$ cat config.mk
export PLATFORM = sky130hd
export DESIGN_NAME = xge_wb_cfg_arbiter
export DESIGN_NICKNAME = d
export VERILOG_FILES = /design/src/rtl/xge_wb_pkg.sv /design/src/rtl/xge_rr_arbiter.sv /design/src/rtl/xge_wb_cfg_arbiter.sv
export SDC_FILE = /design/constraint.sdc
export NUM_CORES = 1
export LEC_CHECK = 0
export BUFFER_PORTS_ARGS = -buffer_cell sky130_fd_sc_hd__buf_2
export CAP_MARGIN = 20
export CORE_MARGIN = 2
export CORE_UTILIZATION = 46
export CTS_BUF_LIST = sky130_fd_sc_hd__clkbuf_4 sky130_fd_sc_hd__clkbuf_8
export DETAILED_ROUTE_END_ITERATION = 16
export PLACE_DENSITY = 0.87
export REMOVE_ABC_BUFFERS = 1
export SLEW_MARGIN = 20
export SYNTH_ARGS = -nofsm -noshare
export SYNTH_HDL_FRONTEND = slang
export SYNTH_SLANG_ARGS = --single-unit
$ cat constraint.sdc
create_clock -name wb_clk_i -period 4.1 [get_ports wb_clk_i]
set_input_delay 1.23 -clock wb_clk_i [delete_from_list [all_inputs] [get_ports wb_clk_i]]
set_output_delay 1.23 -clock wb_clk_i [all_outputs]
set_load 0.005 [all_outputs]
$ cat src/rtl/xge_wb_pkg.sv
// rtl/xge_wb_pkg.sv - shared types and sizing helpers for the Wishbone config arbiter
package xge_wb_pkg;

  typedef enum logic [1:0] {
    IDLE = 2'd0,
    BUS  = 2'd1,
    DONE = 2'd2
  } wb_arb_state_t;

  localparam int ADR_W_DEF = 8;
  localparam int DAT_W_DEF = 32;

  localparam logic [DAT_W_DEF-1:0] TIMEOUT_RDATA = '0;

  function automatic int idx_width(input int n);
    return (n > 1) ? $clog2(n) : 1;
  endfunction

  // A disabled timeout (0) still needs a 1-bit counter so the port widths stay legal.
  function automatic int cnt_width(input int t);
    return (t > 0) ? $clog2(t + 1) : 1;
  endfunction

endpackage

$ cat src/rtl/xge_rr_arbiter.sv
// rtl/xge_rr_arbiter.sv - combinational round-robin pick: first request after ptr, wrapping
module xge_rr_arbiter
  import xge_wb_pkg::*;
#(
  parameter  int N  = 2,
  localparam int IW = idx_width(N)
) (
  input  logic [N-1:0]  req_i,
  input  logic [IW-1:0] ptr_i,
  output logic [N-1:0]  gnt_o,
  output logic [IW-1:0] idx_o,
  output logic          any_o
);

  logic [IW-1:0] cand;

  // Walk from the farthest candidate back to ptr+1 so the nearest hit is written last.
  always_comb begin
    gnt_o = '0;
    idx_o = '0;
    any_o = 1'b0;
    cand  = '0;
    for (int k = N; k >= 1; k--) begin
      cand = IW'((int'(ptr_i) + k) % N);
      if (req_i[cand]) begin
        gnt_o = N'(1) << cand;
        idx_o = cand;
        any_o = 1'b1;
      end
    end
  end

endmodule

$ cat src/rtl/xge_wb_cfg_arbiter.sv
// rtl/xge_wb_cfg_arbiter.sv - round-robin sharing of the MAC Wishbone slave port with bus timeout
module xge_wb_cfg_arbiter
  import xge_wb_pkg::*;
#(
  parameter  int NUM_REQ        = 2,
  parameter  int TIMEOUT_CYCLES = 16,
  parameter  int ADR_W          = ADR_W_DEF,
  parameter  int DAT_W          = DAT_W_DEF,
  localparam int IW             = idx_width(NUM_REQ)
) (
  input  logic                     wb_clk_i,
  input  logic                     wb_rst_i,
  input  logic [NUM_REQ-1:0]       req_valid,
  input  logic [NUM_REQ-1:0]       req_we,
  input  logic [NUM_REQ*ADR_W-1:0] req_adr,
  input  logic [NUM_REQ*DAT_W-1:0] req_wdata,
  output logic [NUM_REQ-1:0]       req_done,
  output logic                     req_err,
  output logic [DAT_W-1:0]         rsp_rdata,
  output logic                     busy,
  output logic [IW-1:0]            gnt_id,
  output logic                     wb_cyc_o,
  output logic                     wb_stb_o,
  output logic                     wb_we_o,
  output logic [ADR_W-1:0]         wb_adr_o,
  output logic [DAT_W-1:0]         wb_dat_o,
  input  logic [DAT_W-1:0]         wb_dat_i,
  input  logic                     wb_ack_i
);

  localparam int               CW         = cnt_width(TIMEOUT_CYCLES);
  localparam bit               TO_EN      = (TIMEOUT_CYCLES > 0);
  localparam logic [CW-1:0]    CNT_LAST   = TO_EN ? CW'(TIMEOUT_CYCLES - 1) : '0;
  localparam logic [DAT_W-1:0] RDATA_NONE = DAT_W'(TIMEOUT_RDATA);

  wb_arb_state_t        state_q;
  logic [IW-1:0]        ptr_q;
  logic [IW-1:0]        gnt_q;
  logic [NUM_REQ-1:0]   gnt_oh_q;
  logic                 we_q;
  logic [ADR_W-1:0]     adr_q;
  logic [DAT_W-1:0]     dat_q;
  logic [CW-1:0]        cnt_q;
  logic                 cyc_q;
  logic [NUM_REQ-1:0]   done_q;
  logic [DAT_W-1:0]     rdata_q;
  logic                 err_q;

  logic [NUM_REQ-1:0]   arb_gnt;
  logic [IW-1:0]        arb_idx;
  logic                 arb_any;

  logic                 sel_we_d;
  logic [ADR_W-1:0]     sel_adr_d;
  logic [DAT_W-1:0]     sel_dat_d;
  logic [CW-1:0]        cnt_d;
  logic                 timeout_hit;

  xge_rr_arbiter #(
    .N (NUM_REQ)
  ) u_rr (
    .req_i (req_valid),
    .ptr_i (ptr_q),
    .gnt_o (arb_gnt),
    .idx_o (arb_idx),
    .any_o (arb_any)
  );

  // Grant is one-hot, so OR-ing the masked fields selects exactly the winner.
  always_comb begin
    sel_we_d  = 1'b0;
    sel_adr_d = '0;
    sel_dat_d = '0;
    for (int i = 0; i < NUM_REQ; i++) begin
      if (arb_gnt[i]) begin
        sel_we_d  = sel_we_d  | req_we[i];
        sel_adr_d = sel_adr_d | req_adr[i*ADR_W +: ADR_W];
        sel_dat_d = sel_dat_d | req_wdata[i*DAT_W +: DAT_W];
      end
    end
  end

  assign cnt_d       = cnt_q + CW'(1);
  assign timeout_hit = TO_EN && (cnt_q == CNT_LAST);

  always_ff @(posedge wb_clk_i or posedge wb_rst_i) begin
    if (wb_rst_i) begin
      state_q  <= IDLE;
      ptr_q    <= IW'(NUM_REQ - 1);
      gnt_q    <= '0;
      gnt_oh_q <= '0;
      we_q     <= 1'b0;
      adr_q    <= '0;
      dat_q    <= '0;
      cnt_q    <= '0;
      cyc_q    <= 1'b0;
      done_q   <= '0;
      rdata_q  <= '0;
      err_q    <= 1'b0;
    end else begin
      done_q <= '0;
      unique case (state_q)
        IDLE: begin
          if (arb_any) begin
            state_q  <= BUS;
            cyc_q    <= 1'b1;
            ptr_q    <= arb_idx;
            gnt_q    <= arb_idx;
            gnt_oh_q <= arb_gnt;
            we_q     <= sel_we_d;
            adr_q    <= sel_adr_d;
            dat_q    <= sel_dat_d;
            cnt_q    <= '0;
          end
        end
        BUS: begin
          // An ack landing on the last allowed cycle still counts as success.
          if (wb_ack_i) begin
            state_q <= DONE;
            cyc_q   <= 1'b0;
            rdata_q <= we_q ? '0 : wb_dat_i;
            err_q   <= 1'b0;
            done_q  <= gnt_oh_q;
          end else if (timeout_hit) begin
            state_q <= DONE;
            cyc_q   <= 1'b0;
            rdata_q <= RDATA_NONE;
            err_q   <= 1'b1;
            done_q  <= gnt_oh_q;
          end else begin
            cnt_q <= cnt_d;
          end
        end
        DONE: begin
          state_q <= IDLE;
        end
        default: begin
          state_q <= IDLE;
          cyc_q   <= 1'b0;
        end
      endcase
    end
  end

  assign busy      = (state_q != IDLE);
  assign gnt_id    = gnt_q;
  assign req_done  = done_q;
  assign req_err   = err_q;
  assign rsp_rdata = rdata_q;
  assign wb_cyc_o  = cyc_q;
  assign wb_stb_o  = cyc_q;
  assign wb_we_o   = we_q;
  assign wb_adr_o  = adr_q;
  assign wb_dat_o  = dat_q;

endmodule

### Word level (Yosys, flattened, before mapping)

Index checks and enable logic that the tools add are counted.

| storage, ports and cells | value |
|---|---|
| register bits after elaboration | 88 |
| latch bits | 0 |
| memory bits (writable) | 0 |
| memory bits (read-only) | 0 |
| input port bits | 119 |
| memories | 0 |

| cells by class | value |
|---|---|
| $add $sub $neg | 3 |
| multiply operators | 0 |
| div/mod/pow operators | 0 |
| magnitude comparators | 2 |
| equal/unequal tests | 7 |
| shift-type cells | 2 |
| muxes and demuxes | 36 |
| bitwise gates (word level) | 4 |
| reductions and logical operators | 9 |

Operators by type and width:

| cell | count |
|---|---|
| $mux 32 | 5 |
| $or 32x32->32 | 1 |
| $mux 2 | 8 |
| $mux 8 | 2 |
| $mux 1 | 15 |
| $mux 5 | 3 |
| $pmux 5 s2 | 1 |
| $or 8x8->8 | 1 |
| $ne 2x2->1 const B | 3 |
| $reduce_and 2->1 | 3 |
| $reduce_bool 2->1 | 3 |
| $add 5x1->5 const B | 1 |
| $eq 5x4->1 const B | 1 |
| $lt 1x2->1 const B | 2 |
| $pmux 2 s2 | 1 |
| $reduce_and 4->1 | 1 |
| $shl 1x1->2 const A | 2 |
| $ne 3x3->1 const B | 1 |
| $pmux 1 s3 | 1 |
| $reduce_and 3->1 | 1 |
| $add 1x1->1 const B | 2 |
| $eq 2x1->1 const B | 1 |
| $eq 2x2->1 const B | 1 |
| $logic_not 2->1 | 1 |
| 2 further kinds | 2 |

### Depth between registers and ports, before layout

Gate-level depths: netlist of run 1.

| logic depth | value |
|---|---|
| depth after elaboration | 8 |
| depth in mapped cells | 6 |

### Hierarchy

Synthesis of run 1 repeated with hierarchy kept, for this count alone.

| second synthesis, totals | value |
|---|---|
| cells, all modules | 321 |
| area total of the unflattened synthesis | 3654.8 µm² |

Modules (own cells, without submodules):

| module | times used | cells an instance | area each (µm²) |
|---|---|---|---|
| xge_wb_cfg_arbiter | 1 | 316 | 3622.2 |
| xge_rr_arbiter | 1 | 5 | 32.5 |

### Least setup slack after synthesis of run 1

Ideal clock, no wire load.

| timing | value |
|---|---|
| kind | input to register |
| from | in wb_ack_i |
| to | reg cnt_q[4] |
| setup time | 0.131 ns |
| arrival time | 1.985 ns |
| required time | 3.969 ns |
| setup slack | 1.984 ns |
| stages | 3 |
| buffers on the path | 0 |
| cell sequence | or4b_1 > o21ai_2 > o22ai_1 |

| between the ends | value |
|---|---|
| longest elaborated chain between the ends | 2 |

RTL lines:

| element | line | source |
|---|---|---|
| start, declared | xge_wb_cfg_arbiter.sv:28 | `input logic wb_ack_i` |
| $ne 2x2->1 (no source line) | n/a |  |
| $reduce_and 4->1 (no source line) | n/a |  |
| end signal, assigned | xge_wb_cfg_arbiter.sv:131 | `cnt_q <= cnt_d;` |
| end, declared | xge_wb_cfg_arbiter.sv:43 | `logic [CW-1:0] cnt_q;` |

No other way between the ends.
A chain may end at the register's enable or synchronous reset.

### Worst setup path in the final report of run 1

| timing | value |
|---|---|
| from | reg state_q[1] |
| to | out busy |

| between the ends | value |
|---|---|
| longest elaborated chain between the ends | 1 |

RTL lines:

| element | line | source |
|---|---|---|
| start, declared | xge_wb_cfg_arbiter.sv:36 | `wb_arb_state_t state_q;` |
| start signal, assigned | xge_wb_cfg_arbiter.sv:88 | `state_q <= IDLE;` |
| start signal, assigned | xge_wb_cfg_arbiter.sv:105 | `state_q <= BUS;` |
| start signal, assigned | xge_wb_cfg_arbiter.sv:119 | `state_q <= DONE;` |
| $reduce_bool 2->1 | xge_wb_cfg_arbiter.sv:145 | `assign busy = (state_q != IDLE);` |
| end, declared | xge_wb_cfg_arbiter.sv:20 | `output logic busy,` |

No other way between the ends.

==> flow_summary.ini, run 1 <==
[cts]
postCtsSetupBuffers = 0
clkLatencyLatePin_ps = 340
ctsHoldBuffers = 0
cts_resized = 0
numCtsBuffers = 9
root_buffer = clkbuf_8
clockBufferDepth = 2
h-tree-depth = 3
clkTransAtPathRegs_ps = 90
cts.sinks = 87
cts_tree = built

[grt]
grt_max_degree = 57
grt_pass1_vias = 3050
grt-ovfl-total = 0
antenna_found_initial = 0
grt_pass1_wl_mm = 14.81
grt_usage_pct = 22.39

[placement]
gp_congestion = 0.8235
dpl_worst_slack_ps = 1348
place_inst = 551
dpl.hpwl_mm = 6.797
io_buffers = 198

[floorplanning]
ios = 199
row_count = 32
coreArea_mm2 = 0.007647
die_area_mm2 = 0.008529
die_h_um = 92.36
die_width_um = 92.36
initial_utilization_pct = 46.96

[power_and_ir_drop]
leakage_nw = 2.707
total_power_mw = 3.533
irDropWorstVdd_mv = 0.2955
powerDensity_mw_per_mm2 = 728.9

[worst_hold_path]
worstHoldStart = gnt_oh_q[0]
min_path_cells = 1
min_path_type = register to register
hold_end = gnt_oh_q[0]

[sta]
setup_tns_ps = 0
period_needed_ps = 2811
final.setup_skew_ps = 10.99
rsz0062_at_grt = no
finalMaxSlewViolations = 0
finalCritPeriodShare_pct = 68.56
fmax_ghz = 0.3557
finalHoldViolCount = 0
slew_headroom_pct = 40.97
worst_pin_slew_ps = 885.5
setup_viol = 0
final.setup.worst_slack_ps = 1289

[setup_path]
critPathSlowestCell = dfrtp_1
r2r_slack_ps = 1770
worstPathMaxFanout = 46
worst-setup-path-type = register to primary output
rr_startpoint = state_q[1]
cp-end-kind = primary output
critical_path.cell_chain = nor2_4, buf_4, inv_1, buf_2
cpPeakStageDelay_ps = 470
r2r_end = wb_adr_o[5]
required_ps = 2870
reg2regPathDepth = 5
cp.arrival_ps = 1580
worstSetupStartpointType = register

[drt]
ant_nets = 0
drt_wl_total_mm = 9.405
drtPass1Iterations = 4
wl_per_cell_um = 16.56
drt_iter0_markers = 92
num_vias = 3099
via_per_inst = 5.456
drc = 0

[cells_and_area]
antenna-diode-count = 0
nNetsFinal = 582
fill_cells = 624
areaGrowthSynthToFinish_pct = 34.98
final_common_cell = buf_2
final_cell_mix = buf_2 (198), dfrtp_1 (86), and3_1 (45)
utilization_pct = 63.38
drive_gt1_share_pct = 49.36
multi_input_area_mm2 = 0.001220
regArea_mm2 = 0.002178
fin_cells = 568

[yosys]
syn_inst = 271
yosysSeqAreaShare_pct = 60.66
ys.flop_type = dfrtp_1
syn_area_per_cell_um2 = 13.25
ys_types = 30
ys_ff_latch = 87
syn_area_mm2 = 0.003591
synth-async-reset-ratio_pct = 100.0
synth_edf_count = 0
synth-warning-count = 0

[flow_run]
drv_cap = 0

[status]
status = finished clean
per-layer routing:
metal | track usage [%] | wire length, um | up-vias
met2 | 37.90 | 4661 | 151
met1 | 27.94 | 3878 | 1497
met4 | 9.577 | 214 | 0
li1 | - | - | 1437
met3 | 4.638 | 651 | 14
met5 | 0 | 0 | -
report_power, final:
part           switching, mW  internal (mW)
logic                  0.644          0.736
registers              0.232           1.26
clock network          0.302          0.363
total                   1.18           2.35
kinds of logic after synthesis:
kind of cell,Yosys count,synth area share (%)
compound gates,89,22.44
simple gates,58,10.31
fa+ha+maj,2,0.6968
buf+inv,34,5.610
flops,87,60.66
mux,1,0.2788
registers in the layout (all words and copies together), names as in the netlist, 2 cells and up:
signal / count
gnt_oh_q: 2
state_q: 2
wb_adr_o: 8
rsp_rdata: 32
cnt_q: 5
wb_dat_o: 32
req_done: 2
worst max-delay path by stage:
stage | startpoint | end | cells after the start
after CTS | state_q[1] | busy | 4
after global routing | state_q[1] | busy | 4
final | state_q[1] | busy | 4
after detailed placement | req_valid[1] | wb_dat_o[20] | 5
after floorplan | wb_rst_i | cnt_q[0] | 1
after global placement | req_valid[1] | wb_dat_o[5] | 5
worst max-delay path, delay by kind of cell (launching register included):
kind	cells	cell delay [ps]
flops	1	470
simple gates	1	130
buf+inv	3	610
stage by stage:
stage / instance area [um^2] / hold slack [ps]
finish: 4847 / 489.2
global route: 4847 / 511.1
CTS: 4818 / 492.8
detailed placement: 4588 / 472.1
global placement: 4588 / 460.1
floorplan: 3423 / 449.8
layout make-up:
class | instances | area share [%]
timing repair buffer | 204 | 21.79
clock inverter | 6 | 1.910
sequential | 87 | 44.94
tap | 102 | 2.633
clock buffer | 10 | 2.839
inverter | 9 | 0.7228
multi-input combinational | 150 | 25.17
Yosys cell counts, types with 2 or more instances:
library cell / n / area share [%]
buf_6: 8 / 2.5
dfrtp_1: 86 / 60
inv_1: 9 / 0.94
o21ai_0: 2 / 0.28
a221o_1: 41 / 11
o21ai_2: 3 / 0.73
and3_1: 45 / 7.8
buf_2: 8 / 1.1
nor2_1: 3 / 0.31
a22o_1: 34 / 8.3
ha_1: 2 / 0.70
a21oi_1: 3 / 0.42
nand2_1: 3 / 0.31
clkbuf_1: 8 / 0.84
(Power assumes the default switching activity.)
==> inputs of run 2 (changes only) <==
--- a/config.mk
+++ b/config.mk
@@ -8,10 +8,10 @@
 export BUFFER_PORTS_ARGS = -buffer_cell sky130_fd_sc_hd__buf_2
 export CAP_MARGIN = 20
 export CORE_MARGIN = 2
-export CORE_UTILIZATION = 46
+export CORE_UTILIZATION = 41
 export CTS_BUF_LIST = sky130_fd_sc_hd__clkbuf_4 sky130_fd_sc_hd__clkbuf_8
 export DETAILED_ROUTE_END_ITERATION = 16
-export PLACE_DENSITY = 0.87
+export PLACE_DENSITY = 0.82
 export REMOVE_ABC_BUFFERS = 1
 export SLEW_MARGIN = 20
 export SYNTH_ARGS = -nofsm -noshare
==> constraint.sdc (replaced) <==
create_clock -name wb_clk_i -period 2.36 [get_ports wb_clk_i]
set_input_delay 0.708 -clock wb_clk_i [delete_from_list [all_inputs] [get_ports wb_clk_i]]
set_output_delay 0.708 -clock wb_clk_i [all_outputs]
set_load 0.005 [all_outputs]
==> flow_summary.ini, run 2 (synthesis results as in run 1) <==
[status]
status = finished clean

[grt]
grt_max_degree = 88
met2_usage_pct = 32.41
antenna_found_initial = 0
grt_usage_pct = 19.53
grtUsageMet3_pct = 5.827
grt_pass1_wl_mm = 14.97
grt_pass1_vias = 3081
grt-ovfl-total = 0
met1_usage_pct = 24.38
grt.busiest_layer = met2

[sta]
worst_pin_slew_ps = 643.6
period_needed_ps = 2104
fmax_ghz = 0.4752
setup_viol = 0
final.setup_skew_ps = 16.19
hold_ws_ps = 441.7
finalCritPeriodShare_pct = 89.16
slew_headroom_pct = 56.49
rsz0062_at_grt = no
finalHoldViolCount = 0
finalMaxSlewViolations = 0

[cts]
cts_tree = built
clockBufferDepth = 2
clkTransAtPathRegs_ps = 100
ctsHoldBuffers = 0
root_buffer = clkbuf_8
cts_resized = 0
h-tree-depth = 3
clkLatencyLatePin_ps = 350
cts.sinks = 87
numCtsBuffers = 9
postCtsSetupBuffers = 0

[setup_path]
cp.arrival_ps = 2340
worstSetupStartpointType = register
required_ps = 2600
cp-end-kind = register
worstPathMaxFanout = 5
worst-setup-path-type = register to register

[drt]
drc = 0
ant_nets = 0
drt_wl_total_mm = 9.143
num_vias = 3081
via_per_inst = 5.358
wl_per_cell_um = 15.90
drt_iter0_markers = 87
drtPass1Iterations = 4

[cells_and_area]
final_common_cell = buf_2
antenna-diode-count = 0
areaGrowthSynthToFinish_pct = 34.43
stdcell_area_mm2 = 0.004827
nNetsFinal = 583
final_cell_mix = buf_2 (198), dfrtp_1 (86), and3_1 (45)
utilization_pct = 56.17
drive_gt1_share_pct = 49.46
fill_cells = 724

[placement]
dpl.hpwl_mm = 6.508
placed_area_mm2 = 0.004623
io_buffers = 198
gp_congestion = 0.8127

[floorplanning]
coreArea_mm2 = 0.008593
die_width_um = 97.59
ios = 199
die_area_mm2 = 0.009523
initial_utilization_pct = 41.79
die_h_um = 97.59
row_count = 34

[power_and_ir_drop]
powerDensity_mw_per_mm2 = 1234
irDropWorstVdd_mv = 0.5021
leakage_nw = 2.691

[flow_run]
drv_cap = 0

[worst_hold_path]
min_path_type = primary input to asynchronous set/reset pin
[run 2: cell types whose count changed in the layout (fill, tap and decap cells not counted), sizes merged]
cell,change
buf,+1
bufinv,-1
inv,+1
clkbuf,-1
clkinvlp,+1
[run 2: worst max-delay path, stage by stage, from the launching register on]
cell and delay, ps:
dfrtp_1 410, ha_1 240, and3_1 190, ha_1 230
nor4b_1 570, a21oi_1 130, o21a_1 210
[run 2: routing by layer]
metal,wire length [um],up-vias
met3,719,8
met2,4272,166
met1,4030,1474
li1,-,1433
met4,120,0
met5,0,-
[run 2: cell type report]
type                            instances  area (um^2)  area share (%)
Inverter                                9        35.03          0.7258
Tap cell                              108        135.1           2.799
Clock inverter                          7        78.83           1.633
Multi-Input combinational cell        150         1220           25.27
Sequential cell                        87         2178           45.13
Timing Repair Buffer                  205         1056           21.88
Clock buffer                            9        123.9           2.566
[run 2: final timing paths]
kind | from | end | slack (ps) | cells past startpoint
max | cnt_q[0] | cnt_q[3] | 260 | 6
min | wb_rst_i | rsp_rdata[21] | 440 | 3
max reg2reg | cnt_q[0] | cnt_q[3] | 260 | 6
min reg2reg | gnt_oh_q[0] | gnt_oh_q[0] | 480 | 1
max in group asynchronous | wb_rst_i | ptr_q | 1540 | 3
min in group wb_clk_i | gnt_oh_q[0] | gnt_oh_q[0] | 480 | 1
[run 2: where the power goes]
group / internal [mW] / switching (mW)
Sequential: 2.18 / 0.400
Combinational: 1.26 / 1.08
Clock: 0.498 / 0.548
Total: 3.93 / 2.02
[run 2: through the flow]
stage	setup WS (ps)	total power [mW]	instances	TNS [ps]
6_report	255.8	5.959	575	0
3_3_place_gp	323.0	4.863	559	0
3_5_place_dp	240.0	4.967	559	0
4_1_cts	263.0	6.028	575	0
2_1_floorplan	-596.5	3.808	246	-51330
5_1_grt	124.3	6.381	575	0
